<file path="src/rtl/lamp_fpu_exp2_if.sv">
// lamp_fpu_exp2_if: operand/result bundle of the bfloat16 2^x unit.
// The master side drives the request and operand fields; the slave side returns the result.
interface lamp_fpu_exp2_if;
    logic       doExp_i;
    logic       s_op_i;
    logic [7:0] e_op_i;
    logic [6:0] f_op_i;
    logic       isZ_op_i;
    logic       isInf_op_i;
    logic       isSNAN_op_i;
    logic       isQNAN_op_i;
    logic       s_res_o;
    logic [7:0] e_res_o;
    logic [6:0] f_res_o;
    logic       valid_o;
    logic       isOverflow_o;
    logic       isUnderflow_o;
    logic       isToRound_o;

    modport master (
        output doExp_i, s_op_i, e_op_i, f_op_i, isZ_op_i, isInf_op_i, isSNAN_op_i, isQNAN_op_i,
        input  s_res_o, e_res_o, f_res_o, valid_o, isOverflow_o, isUnderflow_o, isToRound_o
    );

    modport slave (
        input  doExp_i, s_op_i, e_op_i, f_op_i, isZ_op_i, isInf_op_i, isSNAN_op_i, isQNAN_op_i,
        output s_res_o, e_res_o, f_res_o, valid_o, isOverflow_o, isUnderflow_o, isToRound_o
    );
endinterface

</file>
<file path="src/rtl/lamp_fpu_exp2.sv">
// lamp_fpu_exp2: multi-cycle bfloat16 2^x, unrounded fields plus a round request.
// Define LAMP_EXP2_EARLY_EXIT_EN to leave ITER as soon as the remaining bits of r are zero.
module lamp_fpu_exp2 #(
    parameter int unsigned FRAC_W = 12,
    parameter int unsigned ACC_W  = 16
) (
    input logic            clk,
    input logic            rst,
    lamp_fpu_exp2_if.slave io_exp
);
    localparam int unsigned E_DW = 8;
    localparam int unsigned F_DW = 7;
    localparam int unsigned BIAS = 127;
    localparam int unsigned KW   = 5;
    localparam int unsigned XW   = F_DW + 1 + FRAC_W;
    localparam int unsigned WIDE = XW + F_DW;
    localparam int unsigned NW   = XW - FRAC_W + 1;

    localparam logic [E_DW-1:0]      E_ONE   = E_DW'(BIAS);
    localparam logic [E_DW-1:0]      E_MIN   = E_DW'(BIAS - FRAC_W);
    localparam logic [E_DW-1:0]      E_BIG   = E_DW'(BIAS + 7);
    localparam logic [F_DW-1:0]      F_QNAN  = {1'b1, {(F_DW-1){1'b0}}};
    localparam logic [ACC_W:0]       ACC_ONE = {1'b1, {ACC_W{1'b0}}};
    localparam logic signed [NW-1:0] N_MAX   = NW'(127);
    localparam logic signed [NW-1:0] N_MIN   = NW'(-126);
    localparam logic signed [NW-1:0] N_BIAS  = NW'(BIAS);

    typedef enum logic [2:0] {StIdle, StAlign, StIter, StNorm, StDone} state_t;

    // C[k] = 2^(2^-k) rounded to 16 fraction bits (table built for ACC_W = 16)
    function automatic logic [ACC_W:0] c_tab(input logic [KW-1:0] k);
        logic [16:0] c;
        case (k)
            5'd1:    c = 17'h16A0A;
            5'd2:    c = 17'h13070;
            5'd3:    c = 17'h1172C;
            5'd4:    c = 17'h10B56;
            5'd5:    c = 17'h1059B;
            5'd6:    c = 17'h102CA;
            5'd7:    c = 17'h10164;
            5'd8:    c = 17'h100B2;
            5'd9:    c = 17'h10059;
            5'd10:   c = 17'h1002C;
            5'd11:   c = 17'h10016;
            5'd12:   c = 17'h1000B;
            5'd13:   c = 17'h10006;
            5'd14:   c = 17'h10003;
            5'd15:   c = 17'h10001;
            5'd16:   c = 17'h10001;
            default: c = 17'h10000;
        endcase
        return (ACC_W+1)'(c);
    endfunction

    state_t          r_state;
    logic            r_s_op, r_is_z, r_is_inf, r_is_nan;
    logic [E_DW-1:0] r_e_op;
    logic [F_DW-1:0] r_f_op;
    logic [FRAC_W-1:0] r_r;
    logic [ACC_W:0]  r_acc;
    logic [KW-1:0]   r_k;
    logic [E_DW-1:0] r_st_e;
    logic [F_DW-1:0] r_st_f;
    logic            r_st_ovf, r_st_unf, r_st_rnd;
    logic            r_s_res, r_valid, r_ovf, r_unf, r_rnd;
    logic [E_DW-1:0] r_e_res;
    logic [F_DW-1:0] r_f_res;

    logic [E_DW-1:0]        w_sh;
    logic [WIDE-1:0]        w_wide;
    logic [XW-1:0]          w_mag;
    logic signed [XW:0]     w_x;
    logic signed [NW-1:0]   w_n;
    logic [FRAC_W-1:0]      w_r;
    logic [E_DW-1:0]        w_e_num;
    logic                   w_ovf, w_unf;
    logic [2*ACC_W+1:0]     w_prod;
    logic [ACC_W:0]         w_acc_mul;
    logic                   w_iter_last;
    logic                   w_guard, w_sticky;

    // X = 1.f scaled to FRAC_W fraction bits; bits shifted below the LSB are dropped
    always_comb begin
        w_sh      = r_e_op - E_MIN;
        w_wide    = {{(WIDE-F_DW-1){1'b0}}, 1'b1, r_f_op} << w_sh;
        w_mag     = XW'(w_wide >> F_DW);
        w_x       = r_s_op ? -$signed({1'b0, w_mag}) : $signed({1'b0, w_mag});
        w_n       = w_x[XW:FRAC_W];
        w_r       = w_x[FRAC_W-1:0];
        w_e_num   = E_DW'(w_n + N_BIAS);
        w_ovf     = (r_e_op >= E_BIG) ? !r_s_op : (w_n > N_MAX);
        w_unf     = (r_e_op >= E_BIG) ? r_s_op : (w_n < N_MIN);
        w_prod    = r_acc * c_tab(r_k);
        w_acc_mul = (ACC_W+1)'(w_prod >> ACC_W);
        w_guard   = r_acc[ACC_W-F_DW-1];
        w_sticky  = |r_acc[ACC_W-F_DW-2:0];
    end

`ifdef LAMP_EXP2_EARLY_EXIT_EN
    assign w_iter_last = (r_r[FRAC_W-2:0] == '0);
`else
    assign w_iter_last = (r_k == KW'(FRAC_W));
`endif

    always_ff @(posedge clk or posedge rst) begin
        if (rst) begin
            r_state  <= StIdle;
            r_s_op   <= 1'b0;
            r_e_op   <= '0;
            r_f_op   <= '0;
            r_is_z   <= 1'b0;
            r_is_inf <= 1'b0;
            r_is_nan <= 1'b0;
            r_r      <= '0;
            r_acc    <= '0;
            r_k      <= '0;
            r_st_e   <= '0;
            r_st_f   <= '0;
            r_st_ovf <= 1'b0;
            r_st_unf <= 1'b0;
            r_st_rnd <= 1'b0;
            r_s_res  <= 1'b0;
            r_e_res  <= '0;
            r_f_res  <= '0;
            r_valid  <= 1'b0;
            r_ovf    <= 1'b0;
            r_unf    <= 1'b0;
            r_rnd    <= 1'b0;
        end else begin
            r_valid <= 1'b0;
            case (r_state)
                StIdle: begin
                    if (io_exp.doExp_i) begin
                        r_s_op   <= io_exp.s_op_i;
                        r_e_op   <= io_exp.e_op_i;
                        r_f_op   <= io_exp.f_op_i;
                        r_is_z   <= io_exp.isZ_op_i;
                        r_is_inf <= io_exp.isInf_op_i;
                        r_is_nan <= io_exp.isSNAN_op_i | io_exp.isQNAN_op_i;
                        r_state  <= StAlign;
                    end
                end
                StAlign: begin
                    r_st_f   <= '0;
                    r_st_ovf <= 1'b0;
                    r_st_unf <= 1'b0;
                    r_st_rnd <= 1'b0;
                    r_state  <= StDone;
                    if (r_is_nan) begin
                        r_st_e <= '1;
                        r_st_f <= F_QNAN;
                    end else if (r_is_inf) begin
                        r_st_e <= r_s_op ? '0 : '1;
                    end else if (r_is_z || (r_e_op < E_MIN)) begin
                        r_st_e <= E_ONE;
                    end else if (w_ovf) begin
                        r_st_e   <= '1;
                        r_st_ovf <= 1'b1;
                    end else if (w_unf) begin
                        r_st_e   <= '0;
                        r_st_unf <= 1'b1;
                    end else begin
                        r_st_e  <= w_e_num;
                        r_r     <= w_r;
                        r_acc   <= ACC_ONE;
                        r_k     <= KW'(1);
                        r_state <= StIter;
`ifdef LAMP_EXP2_EARLY_EXIT_EN
                        if (w_r == '0) r_state <= StNorm;
`endif
                    end
                end
                StIter: begin
                    if (r_r[FRAC_W-1]) r_acc <= w_acc_mul;
                    r_r <= r_r << 1;
                    r_k <= r_k + KW'(1);
                    if (w_iter_last) r_state <= StNorm;
                end
                StNorm: begin
                    // acc stays in [1,2): the fraction is read straight off the top bits
                    r_st_f   <= r_acc[ACC_W-1 -: F_DW];
                    r_st_rnd <= w_guard & (w_sticky | r_acc[ACC_W-F_DW]);
                    r_state  <= StDone;
                end
                StDone: begin
                    r_s_res <= 1'b0;
                    r_e_res <= r_st_e;
                    r_f_res <= r_st_f;
                    r_ovf   <= r_st_ovf;
                    r_unf   <= r_st_unf;
                    r_rnd   <= r_st_rnd;
                    r_valid <= 1'b1;
                    r_state <= StIdle;
                end
                default: r_state <= StIdle;
            endcase
        end
    end

    assign io_exp.s_res_o       = r_s_res;
    assign io_exp.e_res_o       = r_e_res;
    assign io_exp.f_res_o       = r_f_res;
    assign io_exp.valid_o       = r_valid;
    assign io_exp.isOverflow_o  = r_ovf;
    assign io_exp.isUnderflow_o = r_unf;
    assign io_exp.isToRound_o   = r_rnd;
endmodule

</file>
<file path="src/flat_wrapper.sv">
// flat-port wrapper written by rule: the top's interface ports become plain ports
module lamp_fpu_exp2_flat 
#(
    parameter int unsigned FRAC_W = 12,
    parameter int unsigned ACC_W  = 16
)
  (clk, rst, io_exp_doExp_i, io_exp_s_op_i, io_exp_e_op_i, io_exp_f_op_i, io_exp_isZ_op_i, io_exp_isInf_op_i, io_exp_isSNAN_op_i, io_exp_isQNAN_op_i, io_exp_s_res_o, io_exp_e_res_o, io_exp_f_res_o, io_exp_valid_o, io_exp_isOverflow_o, io_exp_isUnderflow_o, io_exp_isToRound_o);
  lamp_fpu_exp2_if io_exp_i ();
  input logic clk;
  input logic rst;
  input wire logic [$bits(io_exp_i.doExp_i)-1:0] io_exp_doExp_i;
  input wire logic [$bits(io_exp_i.s_op_i)-1:0] io_exp_s_op_i;
  input wire logic [$bits(io_exp_i.e_op_i)-1:0] io_exp_e_op_i;
  input wire logic [$bits(io_exp_i.f_op_i)-1:0] io_exp_f_op_i;
  input wire logic [$bits(io_exp_i.isZ_op_i)-1:0] io_exp_isZ_op_i;
  input wire logic [$bits(io_exp_i.isInf_op_i)-1:0] io_exp_isInf_op_i;
  input wire logic [$bits(io_exp_i.isSNAN_op_i)-1:0] io_exp_isSNAN_op_i;
  input wire logic [$bits(io_exp_i.isQNAN_op_i)-1:0] io_exp_isQNAN_op_i;
  output wire logic [$bits(io_exp_i.s_res_o)-1:0] io_exp_s_res_o;
  output wire logic [$bits(io_exp_i.e_res_o)-1:0] io_exp_e_res_o;
  output wire logic [$bits(io_exp_i.f_res_o)-1:0] io_exp_f_res_o;
  output wire logic [$bits(io_exp_i.valid_o)-1:0] io_exp_valid_o;
  output wire logic [$bits(io_exp_i.isOverflow_o)-1:0] io_exp_isOverflow_o;
  output wire logic [$bits(io_exp_i.isUnderflow_o)-1:0] io_exp_isUnderflow_o;
  output wire logic [$bits(io_exp_i.isToRound_o)-1:0] io_exp_isToRound_o;
  assign io_exp_i.doExp_i = io_exp_doExp_i;
  assign io_exp_i.s_op_i = io_exp_s_op_i;
  assign io_exp_i.e_op_i = io_exp_e_op_i;
  assign io_exp_i.f_op_i = io_exp_f_op_i;
  assign io_exp_i.isZ_op_i = io_exp_isZ_op_i;
  assign io_exp_i.isInf_op_i = io_exp_isInf_op_i;
  assign io_exp_i.isSNAN_op_i = io_exp_isSNAN_op_i;
  assign io_exp_i.isQNAN_op_i = io_exp_isQNAN_op_i;
  assign io_exp_s_res_o = io_exp_i.s_res_o;
  assign io_exp_e_res_o = io_exp_i.e_res_o;
  assign io_exp_f_res_o = io_exp_i.f_res_o;
  assign io_exp_valid_o = io_exp_i.valid_o;
  assign io_exp_isOverflow_o = io_exp_i.isOverflow_o;
  assign io_exp_isUnderflow_o = io_exp_i.isUnderflow_o;
  assign io_exp_isToRound_o = io_exp_i.isToRound_o;
  lamp_fpu_exp2 #(.FRAC_W(FRAC_W), .ACC_W(ACC_W)) u_core (.clk(clk), .rst(rst), .io_exp(io_exp_i));
endmodule
</file>
<file path="config.mk">
export PLATFORM = sky130hd
export DESIGN_NAME = lamp_fpu_exp2_flat
export DESIGN_NICKNAME = d
export VERILOG_FILES = /design/src/rtl/lamp_fpu_exp2_if.sv /design/src/rtl/lamp_fpu_exp2.sv /design/src/flat_wrapper.sv
export SDC_FILE = /design/constraint.sdc
export NUM_CORES = 1
export LEC_CHECK = 0
export ABC_AREA = 1
export CAP_MARGIN = 30
export CORE_MARGIN = 1.5
export CORE_UTILIZATION = 45
export CTS_BUF_LIST = sky130_fd_sc_hd__clkbuf_8
export CTS_CLUSTER_SIZE = 24
export DETAILED_ROUTE_END_ITERATION = 10
export HOLD_SLACK_MARGIN = 0.12
export SLEW_MARGIN = 20
export SYNTH_ARGS = -nofsm -noshare
export SYNTH_HDL_FRONTEND = slang
export SYNTH_SLANG_ARGS = --single-unit
</file>
<file path="constraint.sdc">
create_clock -name clk -period 20.4 [get_ports clk]
set_input_delay 4.08 -clock clk [delete_from_list [all_inputs] [get_ports clk]]
set_output_delay 4.08 -clock clk [all_outputs]
set_load 0.05 [all_outputs]
</file>
* Word-level counts from Yosys, hierarchy flattened *
Memories as Yosys holds them, arrays and structs flattened.
Index checks and enable logic that the tools add are counted.

word-level totals
  input bits = 23
  register bits after elaboration = 93
  bits in read-only memories = 480
  memories kept = 1
  logic and storage cells = 107

memories
  name             depth  bits a word  rd ports  clocked after memory_dff  wr ports  RTL line             RTL
  (no name shown)  32     15           1         0                         0         lamp_fpu_exp2.sv:33  case (k)

cells by class
  $lt $le $gt $ge = 4
  $add $sub $neg = 4
  multiplexer cells = 49
  shifts and indexed selects = 1
  $mul = 1
  bitwise gates (word level) = 3
  equal/unequal tests = 13
  reduce and logical (&&, ||, !) cells = 10

operators with widths
  operator                                                     count
  two-way mux 17 bit                                           6
  two-way mux 12 bit                                           5
  two-way mux 8 bit                                            6
  one-hot mux 17 bit (2 select lines)                          1
  multiplier 17 x 17 -> 33 bit                                 1
  left shift 8 x 8 -> 27 bit                                   1
  two-way mux 5 bit                                            5
  one-hot mux 12 bit (2 select lines)                          1
  two-way mux 21 bit                                           1
  two-way mux 3 bit                                            7
  negation 20 -> 21 bit                                        1
  one-hot mux 7 bit (2 select lines)                           1
  two-way mux 1 bit                                            12
  inequality test 2 bit (second input constant)                6
  one-hot mux 3 bit (4 select lines)                           1
  one-hot mux 5 bit (2 select lines)                           1
  > comparator 9 x 8 -> 1 bit (second input constant)          1
  less-than comparator 9 x 8 -> 1 bit (second input constant)  1
  adder 8 bit (second input constant)                          1
  greater-or-equal comparator 8 bit (second input constant)    1
  less-than comparator 8 x 7 -> 1 bit (second input constant)  1
  OR reduction 8 bit                                           1
  subtractor 8 x 7 -> 8 bit (second input constant)            1
  two-way mux 7 bit                                            1
  other kinds (16)                                             21

* Depth between registers and ports, before layout *
  depth after elaboration = 12
  mapped depth = 36
  mapped depth without buffers = 36

* Worst setup path after synthesis *
No wires, ideal clock.

  path type = flip-flop to flip-flop
  start = register u_core.r_k[0]
  end = register u_core.r_acc[16]
  setup time = 0.117 ns
  data arrival time = 7.195 ns
  cell stages (with the launch flop) = 34
  slack = 13.088 ns
  cells stage by stage = dfrtp_1 -> inv_1 -> ha_1 -> inv_1 -> nor2_1 -> inv_1 -> nor2_1 -> clkinv_1 -> nor2_1 -> fa_1 -> fa_1 -> inv_1 -> fa_1 -> inv_1 -> fa_1 -> fa_1 -> inv_1 -> fa_1 -> inv_1 -> ha_1 -> nand2_1 -> nor2_1 -> nand2_1 -> or4_1 -> o221ai_1 -> nand3_1 -> nand3_1 -> a21boi_0 -> nand2_1 -> o311ai_0 -> or2_2 -> nand3_1 -> nand2_1 -> nand2_1

on the way
  word-level cells in the longest chain between the ends = 4

ends and longest elaborated chain
  item                                 RTL line              RTL
  start: declaration                   lamp_fpu_exp2.sv:61   logic [KW-1:0] r_k;
  start signal: assignment             lamp_fpu_exp2.sv:176  r_k <= r_k + KW'(1);
  memory read (32 x 15 bit)            n/a
  multiplier 17 x 17 -> 33 bit         lamp_fpu_exp2.sv:93   w_prod = r_acc * c_tab(r_k);
  two-way mux 17 bit                   lamp_fpu_exp2.sv:174  if (r_r[FRAC_W-1]) r_acc <= w_acc_mul;
  one-hot mux 17 bit (2 select lines)  lamp_fpu_exp2.sv:131  case (r_state)
  end signal: assignment               lamp_fpu_exp2.sv:174
  end: declaration                     lamp_fpu_exp2.sv:60   logic [ACC_W:0] r_acc;

Every way passes these cells. The select of a mux whose other input is x is not followed.
A chain may end at the register's enable or synchronous reset.

* Final worst setup path *
Ends and elaborated chain as after synthesis.

==> run_summary.xml <==
<?xml version="1.0" encoding="UTF-8"?>
<metrics>
  <group name="outcome">
    <metric name="status" unit="">finished, final reports clean</metric>
  </group>
  <group name="yosys">
    <metric name="number_of_distinct_library_cells_after_synthesis" unit="">56</metric>
    <metric name="synth_edf_count" unit="">0</metric>
    <metric name="synth_top_area_cell" unit="">sky130_fd_sc_hd__fa_1</metric>
    <metric name="primary_ff_master_synth" unit="">sky130_fd_sc_hd__dfrtp_1</metric>
    <metric name="netlist_instances" unit="">1923</metric>
    <metric name="synth-async-reset-ratio" unit="%">100.0</metric>
    <metric name="synth_largest_type_area_fraction" unit="%">28.10</metric>
    <metric name="syn_nets" unit="">2279</metric>
    <metric name="seq_area_frac_synth" unit="%">15.94</metric>
    <metric name="mappedNetlistArea" unit="sq um">14600</metric>
    <metric name="ys_seq_elements" unit="">93</metric>
    <metric name="yosysWarningCount" unit="">0</metric>
    <metric name="synth_top_cells_by_area" unit="">sky130_fd_sc_hd__fa_1 28%, sky130_fd_sc_hd__dfrtp_1 16%, sky130_fd_sc_hd__nand2_1 12%, sky130_fd_sc_hd__ha_1 11%, sky130_fd_sc_hd__inv_1 9.7%</metric>
    <metric name="syn_avg_cell_area" unit="sq um">7.594</metric>
  </group>
  <group name="final_layout">
    <metric name="final_layout_size_suffix_gt1_share" unit="%">3.884</metric>
    <metric name="layout.filler_cells" unit="">3247</metric>
    <metric name="diodes_inserted" unit="">0</metric>
    <metric name="syn2layout_area_growth" unit="%">6.383</metric>
    <metric name="final_core_util" unit="%">48.98</metric>
    <metric name="final_area" unit="sq um">15530</metric>
    <metric name="finalNetCount" unit="">2282</metric>
  </group>
  <group name="sta">
    <metric name="worstMarginPinSlew" unit="ps">933.0</metric>
    <metric name="setup_viol" unit="">0</metric>
    <metric name="setup-tns-final" unit="ps">0</metric>
    <metric name="final_hold_viol_count" unit="">0</metric>
    <metric name="worst_clock_skew" unit="ps">21.10</metric>
    <metric name="drv_slew" unit="">0</metric>
    <metric name="post-route-min-period" unit="ps">8601</metric>
    <metric name="max_clock_freq" unit="MHz">116.3</metric>
    <metric name="final_critical_path_share_of_the_clock_period" unit="%">42.16</metric>
    <metric name="rsz0062_at_grt" unit="">false</metric>
    <metric name="timing.max_slew.rel_slack" unit="%">37.80</metric>
  </group>
  <group name="cts">
    <metric name="clock_input_transition_at_the_sequential_cells_of_the_worst_setup_and_hold_paths" unit="ps">110</metric>
    <metric name="ctsResizeCount" unit="">0</metric>
    <metric name="clock_tree.buffer_depth" unit="">2</metric>
    <metric name="post_cts_buffers" unit="">0</metric>
    <metric name="cts_made_buffers" unit="">9</metric>
    <metric name="cts_tree" unit="">yes</metric>
    <metric name="worst_skew_pair.late_latency" unit="ps">400</metric>
    <metric name="h_tree_depth" unit="">3</metric>
    <metric name="cts_hold_buffers" unit="">0</metric>
    <metric name="ctsRootBufferMaster" unit="">sky130_fd_sc_hd__clkbuf_8</metric>
    <metric name="numClockSinks" unit="">93</metric>
  </group>
  <group name="flow_run">
    <metric name="drv.max_cap_violation_count" unit="">0</metric>
  </group>
  <group name="global_routing">
    <metric name="initial_antenna_violation_count" unit="">0</metric>
    <metric name="first_global_vias" unit="">12327</metric>
    <metric name="grt_first_pass_wirelength" unit="microns">65750</metric>
    <metric name="grt_max_degree" unit="">48</metric>
    <metric name="grt-ovfl-total" unit="">0</metric>
    <metric name="grt.total_usage" unit="%">25.19</metric>
  </group>
  <group name="power_and_ir_drop">
    <metric name="leakage_power_figure" unit="nW">8.074</metric>
    <metric name="power.share.clock" unit="%">8.0</metric>
    <metric name="power.share.combinational" unit="%">74.6</metric>
    <metric name="p_switching" unit="mW">0.9910</metric>
    <metric name="switching_share_of_power" unit="%">59.50</metric>
    <metric name="intPower" unit="mW">0.6744</metric>
    <metric name="report.power.total" unit="mW">1.666</metric>
    <metric name="seq_power_share" unit="%">17.4</metric>
    <metric name="irDropWorstVdd" unit="mV">0.1160</metric>
    <metric name="powerDensity" unit="nW/um^2">107.2</metric>
  </group>
  <group name="critical_path">
    <metric name="critical_path_peak_fanout" unit="">9</metric>
    <metric name="path_common_cell" unit="">sky130_fd_sc_hd__inv_1</metric>
    <metric name="crit_path_end_kind" unit="">flop</metric>
    <metric name="data_arrival_time_of_the_critical_path" unit="ps">8900</metric>
    <metric name="worst_setup_start_kind" unit="">flop</metric>
    <metric name="worst_path_max_delay_cell" unit="">sky130_fd_sc_hd__nor2_1</metric>
    <metric name="timing_worst_setup_path_type" unit="">reg2reg</metric>
    <metric name="critical-path-max-stage-delay" unit="ps">540</metric>
    <metric name="worstPathRequired" unit="ps">20700</metric>
  </group>
  <group name="placed_design">
    <metric name="gp_congestion" unit="">0.9316</metric>
    <metric name="dpl_cell_area" unit="sq um">15330</metric>
    <metric name="post-dp-hpwl" unit="microns">32540</metric>
    <metric name="port_bufs" unit="">41</metric>
  </group>
  <group name="drt">
    <metric name="vias" unit="">12354</metric>
    <metric name="ant_nets" unit="">0</metric>
    <metric name="routed_wire_length" unit="microns">40150</metric>
    <metric name="drc" unit="">0</metric>
    <metric name="via_per_inst" unit="">5.295</metric>
    <metric name="first_pass_iters" unit="">5</metric>
    <metric name="drt_iter0_markers" unit="">833</metric>
    <metric name="wl_per_cell" unit="microns">17.21</metric>
  </group>
  <group name="die">
    <metric name="initial_utilization" unit="%">46.04</metric>
    <metric name="die_height" unit="microns">183.1</metric>
    <metric name="die_width" unit="microns">183.1</metric>
    <metric name="placementRows" unit="">65</metric>
    <metric name="coreArea" unit="sq um">31720</metric>
    <metric name="top_level_pins" unit="">43</metric>
    <metric name="die-area" unit="sq um">33540</metric>
  </group>
  <group name="min_path">
    <metric name="hold_class" unit="">reg2reg</metric>
  </group>
</metrics>
[final timing paths]
check                           slack (ps)                startpoint                        to  cells after the start
worst max-delay path                 11800             u_core.r_k[0]          u_core.r_acc[16]                     33
min in group asynchronous             4110                       rst  u_core.io_exp.e_res_o[4]                      2
worst min register to register         500  u_core.io_exp.e_res_o[6]  u_core.io_exp.e_res_o[6]                      2
worst min-delay path                   500  u_core.io_exp.e_res_o[6]  u_core.io_exp.e_res_o[6]                      2
worst max register to register       11800             u_core.r_k[0]          u_core.r_acc[16]                     33
max in group asynchronous            15220                       rst            u_core.r_r[11]                      3
[sequential cells by signal (all words and copies together) (netlist names)]
name	flops
u_core.io_exp.e_res_o	8
u_core.io_exp.f_res_o	7
u_core.io_exp.isOverflow_o	1
u_core.io_exp.isToRound_o	1
u_core.io_exp.isUnderflow_o	1
u_core.io_exp.valid_o	1
u_core.r_acc	17
u_core.r_e_op	8
u_core.r_f_op	7
u_core.r_is_inf	1
u_core.r_is_nan	1
u_core.r_is_z	1
u_core.r_k	5
u_core.r_r	12
u_core.r_s_op	1
u_core.r_st_e	8
u_core.r_st_f	7
u_core.r_st_ovf	1
u_core.r_st_rnd	1
u_core.r_st_unf	1
u_core.r_state	3
[stage by stage]
stage | worst slack (ps) | hold WS [ps] | instances
3_5_place_dp | 11890 | 482.0 | 2317
4_1_cts | 11890 | 507.4 | 2333
2_1_floorplan | 13090 | 449.6 | 1923
3_3_place_gp | 12050 | 473.0 | 2317
5_1_grt | 11280 | 539.2 | 2333
6_report | 11800 | 504.1 | 2333
[logic make-up (layout without fill, tap and decap cells)]
kind of cell / count (synthesis) / in the layout / share of synthesized area [%]
AOI/OAI and AO/OA: 166 / 166 / 6.486
xor gates and xnor gates: 29 / 29 / 1.919
DFF: 93 / 93 / 15.94
adders and majority gates: 333 / 333 / 39.07
other: 1 / 1 / 0.02568
and+or+nand+nor: 834 / 834 / 24.18
buffers and inverters: 467 / 475 / 12.38
[routing by layer]
metal	GRT usage, %	part of all wire (%)
met4	6.984	2.5
met1	35.61	47
met3	3.654	5.5
met2	40.41	45
met5	0	0
[cells in the final DEF, fill, tap and decap left out, types with 4 or more instances in the layout]
master / n
sky130_fd_sc_hd__nand4_1: 24
sky130_fd_sc_hd__buf_4: 10
sky130_fd_sc_hd__a21oi_1: 50
sky130_fd_sc_hd__a21boi_1: 6
sky130_fd_sc_hd__dfrtp_1: 93
sky130_fd_sc_hd__a211oi_1: 4
sky130_fd_sc_hd__nor2_1: 165
sky130_fd_sc_hd__nor3_1: 9
sky130_fd_sc_hd__clkinv_1: 22
sky130_fd_sc_hd__clkbuf_8: 10
sky130_fd_sc_hd__o22ai_1: 8
sky130_fd_sc_hd__xor2_1: 11
sky130_fd_sc_hd__fa_1: 205
sky130_fd_sc_hd__o21ai_1: 6
sky130_fd_sc_hd__inv_1: 378
sky130_fd_sc_hd__nor2_2: 7
sky130_fd_sc_hd__inv_2: 7
sky130_fd_sc_hd__nand2_2: 12
sky130_fd_sc_hd__ha_1: 128
sky130_fd_sc_hd__o21ai_0: 68
sky130_fd_sc_hd__nand2_1: 468
sky130_fd_sc_hd__clkdlybuf4s50_1: 41
sky130_fd_sc_hd__nand3_2: 5
sky130_fd_sc_hd__xnor2_1: 16
sky130_fd_sc_hd__nand3_1: 125
[power groups by stage]
| stage | clock [mW] | combinational (mW) | sequential [mW] |
|---|---|---|---|
| final | 0.134 | 1.24 | 0.290 |
| after detailed placement | 0 | 1.23 | 0.292 |
| after floorplan | 0 | 0.929 | 0.310 |
| after CTS | 0.139 | 1.24 | 0.289 |
| after global routing | 0.144 | 1.41 | 0.298 |
| after global placement | 0 | 1.22 | 0.291 |
[final cells by class]
cell class              instances  area (sq um)  area share [%]
clock buffers                  10         137.6          0.8860
clock inverters                 6         70.07          0.4510
inverters                     408          1534           9.874
multi-input cells            1363         10480           67.44
flip-flops and latches         93          2327           14.98
well taps                     402         503.0           3.238
repair buffers                 51         485.5           3.125
[critical path: cells and delay by family, from the launching register on]
kind / cells / cell delay [ps]
compound gates: 3 / 860
fa+ha+maj: 8 / 3760
buf+inv: 8 / 1030
flops: 1 / 490
simple gates: 14 / 2360
[synth_stat cells, types with 6 or more instances]
master                     count
sky130_fd_sc_hd__o22ai_1       8
sky130_fd_sc_hd__nor2_2        7
sky130_fd_sc_hd__nand4_1      24
sky130_fd_sc_hd__nand2_1     468
sky130_fd_sc_hd__clkinv_1     22
sky130_fd_sc_hd__xnor2_1      16
sky130_fd_sc_hd__fa_1        205
sky130_fd_sc_hd__nand2_2      12
sky130_fd_sc_hd__o21ai_1       6
sky130_fd_sc_hd__a21boi_1      6
sky130_fd_sc_hd__ha_1        128
sky130_fd_sc_hd__nand3_1     125
sky130_fd_sc_hd__nor2_1      165
sky130_fd_sc_hd__dfrtp_1      93
sky130_fd_sc_hd__nor3_1       11
sky130_fd_sc_hd__a21oi_1      50
sky130_fd_sc_hd__inv_2         7
sky130_fd_sc_hd__inv_1       379
sky130_fd_sc_hd__clkbuf_1     42
sky130_fd_sc_hd__o21ai_0      68
sky130_fd_sc_hd__xor2_1       11
(Power assumes the default switching activity.)
